===== config.mk =====
export PLATFORM = sky130hd
export DESIGN_NAME = alu_pipe_acc
export DESIGN_NICKNAME = d
export VERILOG_FILES = /design/src/rtl/alu_pkg.sv /design/src/rtl/alu_core.sv /design/src/rtl/alu_pipe_acc.sv
export SDC_FILE = /design/constraint.sdc
export NUM_CORES = 1
export LEC_CHECK = 0
export CORE_MARGIN = 2
export CORE_UTILIZATION = 51
export CTS_BUF_LIST = sky130_fd_sc_hd__clkbuf_16
export DETAILED_ROUTE_END_ITERATION = 16
export GPL_ROUTABILITY_DRIVEN = 0
export PLACE_DENSITY = 0.79
export SLEW_MARGIN = 20
export SYNTH_ARGS = -nofsm -noshare
export SYNTH_HDL_FRONTEND = slang
export SYNTH_SLANG_ARGS = --single-unit

===== constraint.sdc =====
create_clock -name clk -period 3.6 [get_ports clk]
set_clock_uncertainty 0.05 [all_clocks]
set_input_delay 0.54 -clock clk [delete_from_list [all_inputs] [get_ports clk]]
set_output_delay 0.54 -clock clk [all_outputs]
set_load 0.02 [all_outputs]

===== src/rtl/alu_pkg.sv =====
// Shared opcode encodings and flag bundle for the pipelined ALU/accumulator.
// The opcode is the concatenation {m, s1, s0}; m=1 selects the logic unit.
package alu_pkg;

  typedef enum logic [2:0] {
    OP_ADD = 3'b000,  // A + B + cin
    OP_SUB = 3'b001,  // A + ~B + cin
    OP_INC = 3'b010,  // A + cin
    OP_DEC = 3'b011,  // A + all-ones + cin
    OP_AND = 3'b100,
    OP_OR  = 3'b101,
    OP_XOR = 3'b110,
    OP_NOT = 3'b111
  } alu_op_e;

  typedef struct packed {
    logic cout;
    logic zero;
    logic neg;
    logic ovf;
  } alu_flags_t;

  function automatic alu_op_e pack_op(input logic m, input logic s1, input logic s0);
    return alu_op_e'({m, s1, s0});
  endfunction

endpackage


===== src/rtl/alu_core.sv =====
// Purely combinational WIDTH-bit ALU: one shared adder for the arithmetic
// group, bitwise unit for the logic group.
module alu_core
  import alu_pkg::*;
#(
  parameter int WIDTH = 4
) (
  input  logic [WIDTH-1:0] a,
  input  logic [WIDTH-1:0] b,
  input  logic             cin,
  input  alu_op_e          op,
  output logic [WIDTH-1:0] f,
  output logic             cout,
  output logic             ovf
);

  logic [WIDTH-1:0] w_b_mux;
  logic [WIDTH:0]   w_sum;

  // Every arithmetic op is A + operand + cin; only the second operand changes.
  always_comb begin
    // NOTE: assigning a default first keeps every path covered, so no latch is inferred.
    w_b_mux = b;
    case (op)
      OP_SUB:  w_b_mux = ~b;
      OP_INC:  w_b_mux = '0;
      OP_DEC:  w_b_mux = '1;
      default: w_b_mux = b;
    endcase
  end

  assign w_sum = {1'b0, a} + {1'b0, w_b_mux} + {{WIDTH{1'b0}}, cin};

  always_comb begin
    f    = '0;
    cout = 1'b0;
    ovf  = 1'b0;
    case (op)
      OP_AND: f = a & b;
      OP_OR:  f = a | b;
      OP_XOR: f = a ^ b;
      OP_NOT: f = ~a;
      default: begin
        f    = w_sum[WIDTH-1:0];
        cout = w_sum[WIDTH];
        // Signed overflow: operands agree in sign but the result does not.
        ovf  = (a[WIDTH-1] == w_b_mux[WIDTH-1]) && (w_sum[WIDTH-1] != a[WIDTH-1]);
      end
    endcase
  end

endmodule


===== src/rtl/alu_pipe_acc.sv =====
// Two-stage valid/ready ALU pipeline with an accumulator that can replace
// operand A; stage 1 holds the accepted op, stage 2 holds the result.
module alu_pipe_acc
  import alu_pkg::*;
#(
  parameter int WIDTH = 4
) (
  input  logic             clk,
  input  logic             rst,
  input  logic             in_valid,
  output logic             in_ready,
  input  logic [WIDTH-1:0] a,
  input  logic [WIDTH-1:0] b,
  input  logic             cin,
  input  logic             s1,
  input  logic             s0,
  input  logic             m,
  input  logic             acc_sel,
  input  logic             acc_clr,
  output logic             out_valid,
  input  logic             out_ready,
  output logic [WIDTH-1:0] f,
  output logic             cout,
  output logic             zero,
  output logic             neg,
  output logic             ovf
);

  // Stage 1: accepted operation
  logic             r_s1_valid;
  logic [WIDTH-1:0] r_s1_a;
  logic [WIDTH-1:0] r_s1_b;
  logic             r_s1_cin;
  alu_op_e          r_s1_op;
  logic             r_s1_acc_sel;

  // Stage 2: registered result
  logic             r_out_valid;
  logic [WIDTH-1:0] r_f;
  alu_flags_t       r_flags;
  logic [WIDTH-1:0] r_acc;

  logic             w_accept;
  logic             w_s2_load;
  logic [WIDTH-1:0] w_core_a;
  logic [WIDTH-1:0] w_core_f;
  logic             w_core_cout;
  logic             w_core_ovf;
  alu_flags_t       w_flags;

  assign w_s2_load = r_s1_valid && (!r_out_valid || out_ready);
  assign in_ready  = !rst && (!r_s1_valid || w_s2_load);
  assign w_accept  = in_valid && in_ready;

  always_ff @(posedge clk) begin
    if (rst) begin
      r_s1_valid <= 1'b0;
    end else if (w_accept) begin
      r_s1_valid <= 1'b1;
    end else if (w_s2_load) begin
      r_s1_valid <= 1'b0;
    end
  end

  // NOTE: payload registers are qualified by r_s1_valid, so they carry no reset.
  always_ff @(posedge clk) begin
    if (w_accept) begin
      r_s1_a       <= a;
      r_s1_b       <= b;
      r_s1_cin     <= cin;
      r_s1_op      <= pack_op(m, s1, s0);
      r_s1_acc_sel <= acc_sel;
    end
  end

  // A is chosen at stage-2 load so back-to-back accumulate ops see the newest result.
  assign w_core_a = r_s1_acc_sel ? r_acc : r_s1_a;

  alu_core #(
    .WIDTH(WIDTH)
  ) u_core (
    .a    (w_core_a),
    .b    (r_s1_b),
    .cin  (r_s1_cin),
    .op   (r_s1_op),
    .f    (w_core_f),
    .cout (w_core_cout),
    .ovf  (w_core_ovf)
  );

  assign w_flags = '{
    cout: w_core_cout,
    zero: (w_core_f == '0),
    neg:  w_core_f[WIDTH-1],
    ovf:  w_core_ovf
  };

  always_ff @(posedge clk) begin
    if (rst) begin
      r_out_valid <= 1'b0;
      r_f         <= '0;
      r_flags     <= '0;
    end else if (w_s2_load) begin
      r_out_valid <= 1'b1;
      r_f         <= w_core_f;
      r_flags     <= w_flags;
    end else if (out_ready) begin
      r_out_valid <= 1'b0;
    end
  end

  // A clear request overrides the result write-back in the same cycle.
  always_ff @(posedge clk) begin
    if (rst || acc_clr) begin
      r_acc <= '0;
    end else if (w_s2_load) begin
      r_acc <= w_core_f;
    end
  end

  assign out_valid = r_out_valid;
  assign f         = r_f;
  assign cout      = r_flags.cout;
  assign zero      = r_flags.zero;
  assign neg       = r_flags.neg;
  assign ovf       = r_flags.ovf;

endmodule


=== Yosys cells after proc, flatten, opt, wreduce, memory -nomap -nowiden ===
Cells that the tools add are included.
W data, S select, Z words.

* Output and inout port bits: 10
* Input port bits: 18
* Flip-flop bits (word level): 27

* Reductions and logical operators: 14
* Equality and inequality tests: 9
* $add $sub $neg: 2
* Multiplexer cells: 9
* Bitwise logic cells: 5

{| class="wikitable"
|+ Operators with widths
! operator !! number
|-
| $pmux W4 S4 || 1
|-
| $eq A3 B3 Y1 const B || 4
|-
| $pmux W4 S3 || 1
|-
| $not A4 Y4 || 2
|-
| $eq A3 B2 Y1 const B || 2
|-
| $mux W1 || 6
|-
| $add A4 B4 Y5 || 1
|-
| $add A5 B1 Y5 || 1
|-
| $and A4 B4 Y4 || 1
|-
| $logic_and A1 B1 Y1 || 4
|-
| $logic_not A4 Y1 || 1
|-
| $mux W4 || 1
|-
| $or A4 B4 Y4 || 1
|-
| $reduce_bool A2 Y1 || 2
|-
| $reduce_or A4 Y1 || 1
|-
| $xor A4 B4 Y4 || 1
|-
| $eq A3 B1 Y1 const B || 1
|-
| $logic_not A1 Y1 || 3
|-
| $logic_or A1 B1 Y1 || 3
|-
| $eq A1 B1 Y1 || 1
|-
| $ne A1 B1 Y1 || 1
|}

=== Logic depth before layout (Yosys ltp) ===
Gate-level depths: netlist (run 1).

* Word-level depth: 7
* Depth in mapped cells: 11
* Gate-level depth less buffers: 11

=== By module ===
From an unflattened synthesis (run 1), not the netlist that was laid out.

* Cell total of the unflattened synthesis: 142
* Area, all modules: 1502.7 sq um

{| class="wikitable"
|+ By module, submodules not included
! module !! cells an instance !! area an instance (sq um) !! instances
|-
| alu_pipe_acc || 75 || 969.7 || 1
|-
| alu_core || 67 || 533.0 || 1
|}

=== Worst setup path after synthesis (run 1) ===
Ideal clock, no wire load.

* Kind: reg-to-reg
* Start point: register r_s1_op[2]
* End point: register r_acc[3]
* Setup time: 0.100 ns
* Setup slack: 1.037 ns
* Arrival time: 2.413 ns
* Cell stages (with the launch flop): 11
* Buffers on the path: 0
* Cells stage by stage: edfxtp_1 inv_1 o21ai_0 nand2_1 o21ai_0 fa_1 a21o_1 a21oi_1 xor2_1 a22o_1 a2111oi_4

* Word-level cells in the longest chain between the ends: 5
* Elaborated cells between the ends (all ways): 11
* Classes of those cells: 2 x add/sub; 7 x eq/ne; 2 x mux

{| class="wikitable"
|+ Ends and longest elaborated chain
! what !! RTL line !! text
|-
| start, declared || alu_pipe_acc.sv:34 || <nowiki>alu_op_e r_s1_op;</nowiki>
|-
| start signal, assigned || alu_pipe_acc.sv:71 || <nowiki>r_s1_op <= pack_op(m, s1, s0);</nowiki>
|-
| $eq A3 B2 Y1 or $eq A3 B1 Y1 (tied branches) || alu_core.sv:24 || <nowiki>case (op)</nowiki>
|-
| $pmux W4 S3 || alu_core.sv:24 ||
|-
| $add A4 B4 Y5 || alu_core.sv:32 || <nowiki>assign w_sum = {1'b0, a} + {1'b0, w_b_mux} + {{WIDTH{1'b0}}, cin};</nowiki>
|-
| $add A5 B1 Y5 || alu_core.sv:32 ||
|-
| $pmux W4 S4 (*) || alu_core.sv:38 || <nowiki>case (op)</nowiki>
|-
| end signal, assigned || alu_pipe_acc.sv:117 || <nowiki>r_acc <= w_core_f;</nowiki>
|-
| end, declared || alu_pipe_acc.sv:41 || <nowiki>logic [WIDTH-1:0] r_acc;</nowiki>
|}

Every way passes the cells marked *; elsewhere a longest branch is shown, timed or not.
A chain may end at the register's enable or synchronous reset.

=== Worst setup path after layout (run 1) ===
Same ends and word-level chain as after synthesis.

==> results of run 1 <==
cells by family (layout without fill, tap and decap cells):
family	Yosys count	count (layout)
AO/OA/AOI/OAI	31	31
adder cells (fa/ha/maj)	13	13
XOR/XNOR	3	3
flip-flops	26	26
buffers and inverters	16	41
AND/OR/NAND/NOR	48	48
multiplexers	4	4
power groups by stage:
stage	Sequential, W	Combinational [W]	Clock [W]
floorplan	0.000344	0.0000730	0
global placement	0.000343	0.000116	0
detailed placement	0.000344	0.000120	0
CTS	0.000337	0.000123	0.000245
global route	0.000339	0.000134	0.000261
finish	0.000337	0.000123	0.000242
worst min path at each step:
| stage | start | slack (ns) | depth (start not counted) | to |
|---|---|---|---|---|
| floorplan | r_acc[2] | 0.39 | 2 | r_acc[2] |
| global placement | f[0] | 0.40 | 2 | f[0] |
| detailed placement | f[2] | 0.41 | 2 | f[2] |
| CTS | f[2] | 0.42 | 2 | f[2] |
| global route | f[2] | 0.45 | 2 | f[2] |
| finish | f[2] | 0.42 | 2 | f[2] |
final cells by class:
cell class	count	area [um^2]	share of cell area
inverters	9	33.78	0.01891
flip-flops and latches	26	650.6	0.3641
multi-input cells	99	706.9	0.3957
repair buffers	28	277.8	0.1555
clock inverters	1	3.754	0.002101
well taps	31	38.79	0.02171
clock buffers	3	75.07	0.04202
cells in the mapped netlist (3+ instances only):
library cell               count
sky130_fd_sc_hd__nor2_1       19
sky130_fd_sc_hd__a21o_1        3
sky130_fd_sc_hd__a21oi_1       8
sky130_fd_sc_hd__inv_1         9
sky130_fd_sc_hd__a211oi_1      4
sky130_fd_sc_hd__edfxtp_1     13
sky130_fd_sc_hd__nand2_1      14
sky130_fd_sc_hd__nor3_1        4
sky130_fd_sc_hd__dfxtp_1      13
sky130_fd_sc_hd__o21ai_0       5
sky130_fd_sc_hd__ha_1         11
state kept, by name, indices dropped and copies added (netlist names):
register and count:
r_s1_b 4, zero 1, cout 1, r_s1_a 4
out_valid 1, r_s1_acc_sel 1, r_s1_valid 1, r_acc 4
r_s1_cin 1, r_s1_op 3, f 4, ovf 1
layer usage:
metal	wire length [um]	global-route usage	up-vias	share of wire
li1	-	-	541	-
met1	1183	0.2452	520	0.40
met2	1642	0.3514	24	0.55
met3	95	0.03401	8	0.032
met4	66	0.06977	0	0.022
met5	0	0	-	0
worst register-to-register path: stages (launching register included):
cell and delay (ns):
sky130_fd_sc_hd__edfxtp_1 0.47, sky130_fd_sc_hd__inv_1 0.20, sky130_fd_sc_hd__o21ai_0 0.20, sky130_fd_sc_hd__nand2_1 0.11
sky130_fd_sc_hd__o21ai_0 0.11, sky130_fd_sc_hd__fa_1 0.44, sky130_fd_sc_hd__a21o_1 0.19, sky130_fd_sc_hd__a21oi_1 0.30
sky130_fd_sc_hd__xor2_1 0.13, sky130_fd_sc_hd__a22o_1 0.26, sky130_fd_sc_hd__a2111oi_4 0.35
through the flow:
| stage | instance area, um^2 | hold slack [ns] | cells | utilization |
|---|---|---|---|---|
| 2_1_floorplan | 1439 | 0.3877 | 141 | - |
| 3_3_place_gp | 1708 | 0.3976 | 193 | 0.6302 |
| 3_5_place_dp | 1708 | 0.4082 | 193 | 0.6302 |
| 4_1_cts | 1787 | 0.4192 | 197 | 0.6593 |
| 5_1_grt | 1787 | 0.4460 | 197 | 0.6593 |
| 6_report | 1787 | 0.4188 | 197 | 0.6593 |
==> results.py, run 1 <==
metrics = {
    "worst_setup_path": {
        "timing.reg2reg.worst_path_depth": 10,
        "critical_path_peak_fanout": 7,
        "worst-endpoint-arrival_ns": 3.02,
        "path_common_cell": "sky130_fd_sc_hd__o21ai_0",
        "critical_path.slowest_cell": "sky130_fd_sc_hd__edfxtp_1",
        "critical_path.cell_chain": "inv_1 > o21ai_0 > nand2_1 > o21ai_0 > fa_1 > a21o_1 > a21oi_1 > xor2_1 > a22o_1 > a2111oi_4",
        "crit_family": "compound AO/OA/AOI/OAI gates",
        "cp-start-kind": "flop",
        "worst_r2r_setup_slack_ns": 0.69,
        "slowest_delay_ns": 0.47,
        "worst-path-buf-inv": 1,
        "worstSetupPathType": "flop to flop",
        "worstSetupPathDepth": 10,
        "timing.critical_path.to": "r_acc[3]",
        "timing.critical_path.required_ns": 3.71,
        "timing.rr.start": "r_s1_op[2]",
        "worst_setup_end_kind": "flop",
        "r2r-end": "r_acc[3]",
        "crit_path_start": "r_s1_op[2]",
    },
    "job": {
        "maxCapViolCount": 0,
    },
    "clocking": {
        "cts_tree": "yes",
        "cts_made_buffers": 3,
        "clkSinkCount": 26,
        "cts-hold-fix-buffers": 0,
        "post-cts-setup-buffer-count": 0,
        "cts-root-buf": "sky130_fd_sc_hd__clkbuf_16",
        "clk_path_buf_depth": 2,
        "insertion_delay_ns": 0.26,
        "cts_repair_resize_count": 0,
        "cts.clk_slew.worst_paths_ns": 0.06,
        "ctsHtreeMaxLevel": 1,
    },
    "power_and_ir_drop": {
        "power_per_cell_area_nw_per_um2": 393.1,
        "power.ir.vdd_worst_mv": 0.3119,
        "internal-power_w": 0.0005332,
        "cellLeakagePower_nw": 0.7164,
        "p_sw_w": 0.0001691,
        "share_comb_of_total_power": 0.175,
        "total_power_w": 0.0007023,
        "clock_power_share": 0.345,
        "netSwitchingFraction": 0.2408,
        "pwr-share-seq": 0.480,
    },
    "layout": {
        "antenna_cells": 0,
        "area_growth_syn_to_layout_pct": 24.17,
        "layout_commonest_cell": "sky130_fd_sc_hd__clkdlybuf4s50_1",
        "n_fill_cell": 206,
        "layout.cells.most_common_list": "sky130_fd_sc_hd__clkdlybuf4s50_1, sky130_fd_sc_hd__nor2_1, sky130_fd_sc_hd__nand2_1",
        "final_layout_size_suffix_gt1_frac": 0.05422,
        "nNetsFinal": 198,
    },
    "sta": {
        "fin_crit_sh": 0.8081,
        "final-max-slew-violation-count": 0,
        "period_minus_slack_ns": 2.909,
        "slew_headroom": 0.5002,
        "fmaxAchievable_ghz": 0.3437,
        "setup_ws_ns": 0.6908,
        "totalNegativeSetupSlack_ns": 0,
        "timing.final.setup_violations": 0,
        "timing_hold_violations_final": 0,
        "worst_pin_slew_ns": 0.7481,
        "setup_repair_after_global_routing_missed_its_margin": "false",
    },
    "synth": {
        "yosys_register_bits": 26,
        "synth-compound-area-share": 0.1574,
        "synth_warnings": 0,
        "synth-edff-count": 13,
        "synth_area_um2": 1439,
        "seq_area_frac_synth": 0.4522,
        "synth_top_family_by_area": "compound AO/OA/AOI/OAI gates",
        "synth-async-reset-ratio": 0,
        "synthTopCellsByArea": "sky130_fd_sc_hd__edfxtp_1, sky130_fd_sc_hd__dfxtp_1, sky130_fd_sc_hd__ha_1, sky130_fd_sc_hd__nor2_1, sky130_fd_sc_hd__nand2_1",
        "postSynthCellCount": 141,
        "synth-simple-area-share": 0.1530,
        "xor_xnor_portion_of_the_synthesized_cell_area": 0.01826,
        "synth_adder_area_share": 0.1235,
        "mappedNetlistNets": 172,
        "post-synth-top-area-fraction": 0.2713,
        "syn_area_per_cell_um2": 10.20,
        "yosysUniqueCellTypes": 37,
        "post_synthesis_mux_area_share": 0.03913,
        "yosys_most_used_dff": "sky130_fd_sc_hd__edfxtp_1",
        "yosysTopAreaCell": "sky130_fd_sc_hd__edfxtp_1",
    },
    "drt": {
        "routed-via-count": 1093,
        "antenna_violating_nets_remaining": 0,
        "initialDrtViolationCount": 53,
        "route.final.wire_length_um": 2988,
        "avgRoutedWirePerCell_um": 15.17,
        "via_count_normalized_by_instance_count": 5.548,
        "dr.pass1.iters": 4,
        "post_detailed_route_drc_marker_count": 0,
    },
    "place": {
        "port-buffer-count": 27,
        "detailed_place_hpwl_um": 2305,
        "placement.setup.worst_slack_ns": 0.7843,
    },
    "global_routing": {
        "grt.overflow.total": 0,
        "grt.total_usage": 0.1990,
        "number_of_global_route_vias_before_repair": 1081,
        "grt_pass1_wl_um": 4968,
        "antenna_found_initial": 0,
        "grt_start_max_net_pins": 16,
    },
    "floorplanning": {
        "core_region_area_um2": 2710,
        "y_dimension_of_the_die_um": 57.12,
        "die_area_um2": 3262,
        "core.rowCount": 19,
        "die_w_um": 57.12,
        "initial_utilization": 0.5309,
        "design.portCount": 28,
    },
    "run_status": {
        "result_of_the_run": "finished, final reports clean",
    },
    "hold_path": {
        "worst_hold_path_type": "flop to flop",
    },
}
No activity file was read; power rests on OpenSTA's default activity.
==> run 2: changes to the inputs <==
Clock period 3.6 ns to 2.85 ns, I/O delays scaled along.
==> run 2 against run 1 <==
Against the previous run:
- flip-flop and latch count unchanged
- worst setup slack worse by 0.54 ns
- maximum frequency up 7.9%
- wire length down 2.6%
- hold slack worse by 0.0089 ns
- cell count up 1.5%
- via count up 1.5%
- critical path depth down 2
- sequential power up 26%
- die area unchanged
- non-clock buffer count up 3
- largest power group unchanged
==> results.py, run 2 (synthesis gave the netlist of run 1 again) <==
metrics = {
    "clocking": {
        "cts.clk_slew.worst_paths_ns": 0.06,
        "cts-root-buf": "sky130_fd_sc_hd__clkbuf_16",
        "ctsHtreeMaxLevel": 1,
        "clkSinkCount": 26,
        "cts_tree": "yes",
        "cts-hold-fix-buffers": 0,
        "cts_made_buffers": 3,
        "post-cts-setup-buffer-count": 0,
        "clk_path_buf_depth": 2,
        "insertion_delay_ns": 0.26,
    },
    "power_and_ir_drop": {
        "power.ir.vdd_worst_mv": 0.4403,
        "power_per_cell_area_nw_per_um2": 491.3,
        "cellLeakagePower_nw": 0.7308,
    },
    "sta": {
        "setup_repair_after_global_routing_missed_its_margin": "false",
        "timing_hold_violations_final": 0,
        "fmaxAchievable_ghz": 0.3710,
        "period_minus_slack_ns": 2.695,
        "totalNegativeSetupSlack_ns": 0,
        "fin_crit_sh": 0.9457,
        "timing.final.setup_violations": 0,
        "final-max-slew-violation-count": 0,
        "worst_pin_slew_ns": 0.6676,
        "slew_headroom": 0.5540,
    },
    "drt": {
        "antenna_violating_nets_remaining": 0,
        "dr.pass1.iters": 4,
        "via_count_normalized_by_instance_count": 5.545,
        "routed-via-count": 1109,
        "avgRoutedWirePerCell_um": 14.55,
        "initialDrtViolationCount": 61,
        "post_detailed_route_drc_marker_count": 0,
        "route.final.wire_length_um": 2909,
    },
    "place": {
        "detailed_place_hpwl_um": 2303,
        "port-buffer-count": 27,
        "placed_cells": 196,
    },
    "floorplanning": {
        "y_dimension_of_the_die_um": 57.12,
        "core.rowCount": 19,
        "initial_utilization": 0.5309,
        "die_area_um2": 3262,
        "core_region_area_um2": 2710,
        "design.portCount": 28,
        "die_w_um": 57.12,
    },
    "global_routing": {
        "grt.total_usage": 0.1960,
        "number_of_global_route_vias_before_repair": 1129,
        "grt_start_max_net_pins": 15,
        "grt_pass1_wl_um": 4878,
        "grt.overflow.total": 0,
        "antenna_found_initial": 0,
    },
    "worst_setup_path": {
        "worstSetupPathType": "flop to flop",
        "timing.critical_path.required_ns": 2.97,
        "worst_setup_end_kind": "flop",
        "cp-start-kind": "flop",
        "worst-endpoint-arrival_ns": 2.81,
        "critical_path_peak_fanout": 4,
        "timing.reg2reg.worst_path_depth": 8,
    },
    "layout": {
        "nNetsFinal": 201,
        "final_layout_size_suffix_gt1_frac": 0.07101,
        "n_fill_cell": 221,
        "layoutNonFillerInstCount": 200,
        "area_growth_syn_to_layout_pct": 25.74,
        "layout.cells.most_common_list": "sky130_fd_sc_hd__clkdlybuf4s50_1, sky130_fd_sc_hd__nor2_1, sky130_fd_sc_hd__nand2_1",
        "antenna_cells": 0,
        "layout_commonest_cell": "sky130_fd_sc_hd__clkdlybuf4s50_1",
    },
    "hold_path": {
        "worst_hold_path_type": "flop to flop",
        "timing.hold.worst_path_depth": 2,
    },
    "job": {
        "maxCapViolCount": 0,
    },
    "run_status": {
        "result_of_the_run": "finished, final reports clean",
    },
}
==> run 2: stage by stage <==
step | hold slack [ns] | power, W | utilization | area [um^2] | worst slack [ns]
floorplan | 0.3877 | 0.0005270 | - | 1439 | 0.2873
global placement | 0.4039 | 0.0005814 | 0.6385 | 1730 | 0.2018
detailed placement | 0.3994 | 0.0005878 | 0.6385 | 1730 | 0.1405
CTS | 0.4136 | 0.0008939 | 0.6676 | 1809 | 0.1147
global route | 0.4448 | 0.0009263 | 0.6676 | 1809 | 0.02765
finish | 0.4099 | 0.0008888 | 0.6676 | 1809 | 0.1549
==> run 2: path summary, 6_finish.rpt <==
check               start        to  slack [ns]
max reg2reg  r_s1_acc_sel  r_acc[3]        0.15
max          r_s1_acc_sel  r_acc[3]        0.15
min reg2reg          f[0]      f[0]        0.41
min                  f[0]      f[0]        0.41
==> run 2: area by class of cell <==
type	count	area (um^2)	area share
clock buffers	3	75.07	0.04149
well taps	31	38.79	0.02144
multi-input cells	99	706.9	0.3907
inverters	9	33.78	0.01867
clock inverters	1	3.754	0.002075
repair buffers	31	300.3	0.1660
flip-flops and latches	26	650.6	0.3596
==> run 2: report_power, final <==
part / switching, W / leakage (nW) / internal (W)
registers: 0.0000123 / 0.228 / 0.000411
logic: 0.0000812 / 0.462 / 0.0000766
clock network: 0.000120 / 0.0412 / 0.000188
total: 0.000213 / 0.731 / 0.000676
==> run 2: critical path: stages (launching register included) <==
cell and delay [ns]:
sky130_fd_sc_hd__edfxtp_1 0.51, sky130_fd_sc_hd__mux2i_2 0.35, sky130_fd_sc_hd__inv_1 0.12, sky130_fd_sc_hd__fa_1 0.42
sky130_fd_sc_hd__a21o_1 0.19, sky130_fd_sc_hd__a21oi_1 0.26, sky130_fd_sc_hd__xor2_1 0.11, sky130_fd_sc_hd__a22o_1 0.26
sky130_fd_sc_hd__a2111oi_4 0.34
==> run 2: routing by layer <==
metal	track usage	vias to the layer above	wire length, um
met1	0.2389	523	1192
li1	-	547	-
met2	0.3366	29	1551
met3	0.02948	10	90
met4	0.09967	0	74
met5	0	-	0
==> run 2: timing repair <==
item                                    in CTS  in global routing
endpoints found under the setup margin       0                  2
endpoints found under the hold margin        0                  0
resized for setup                            0                  1
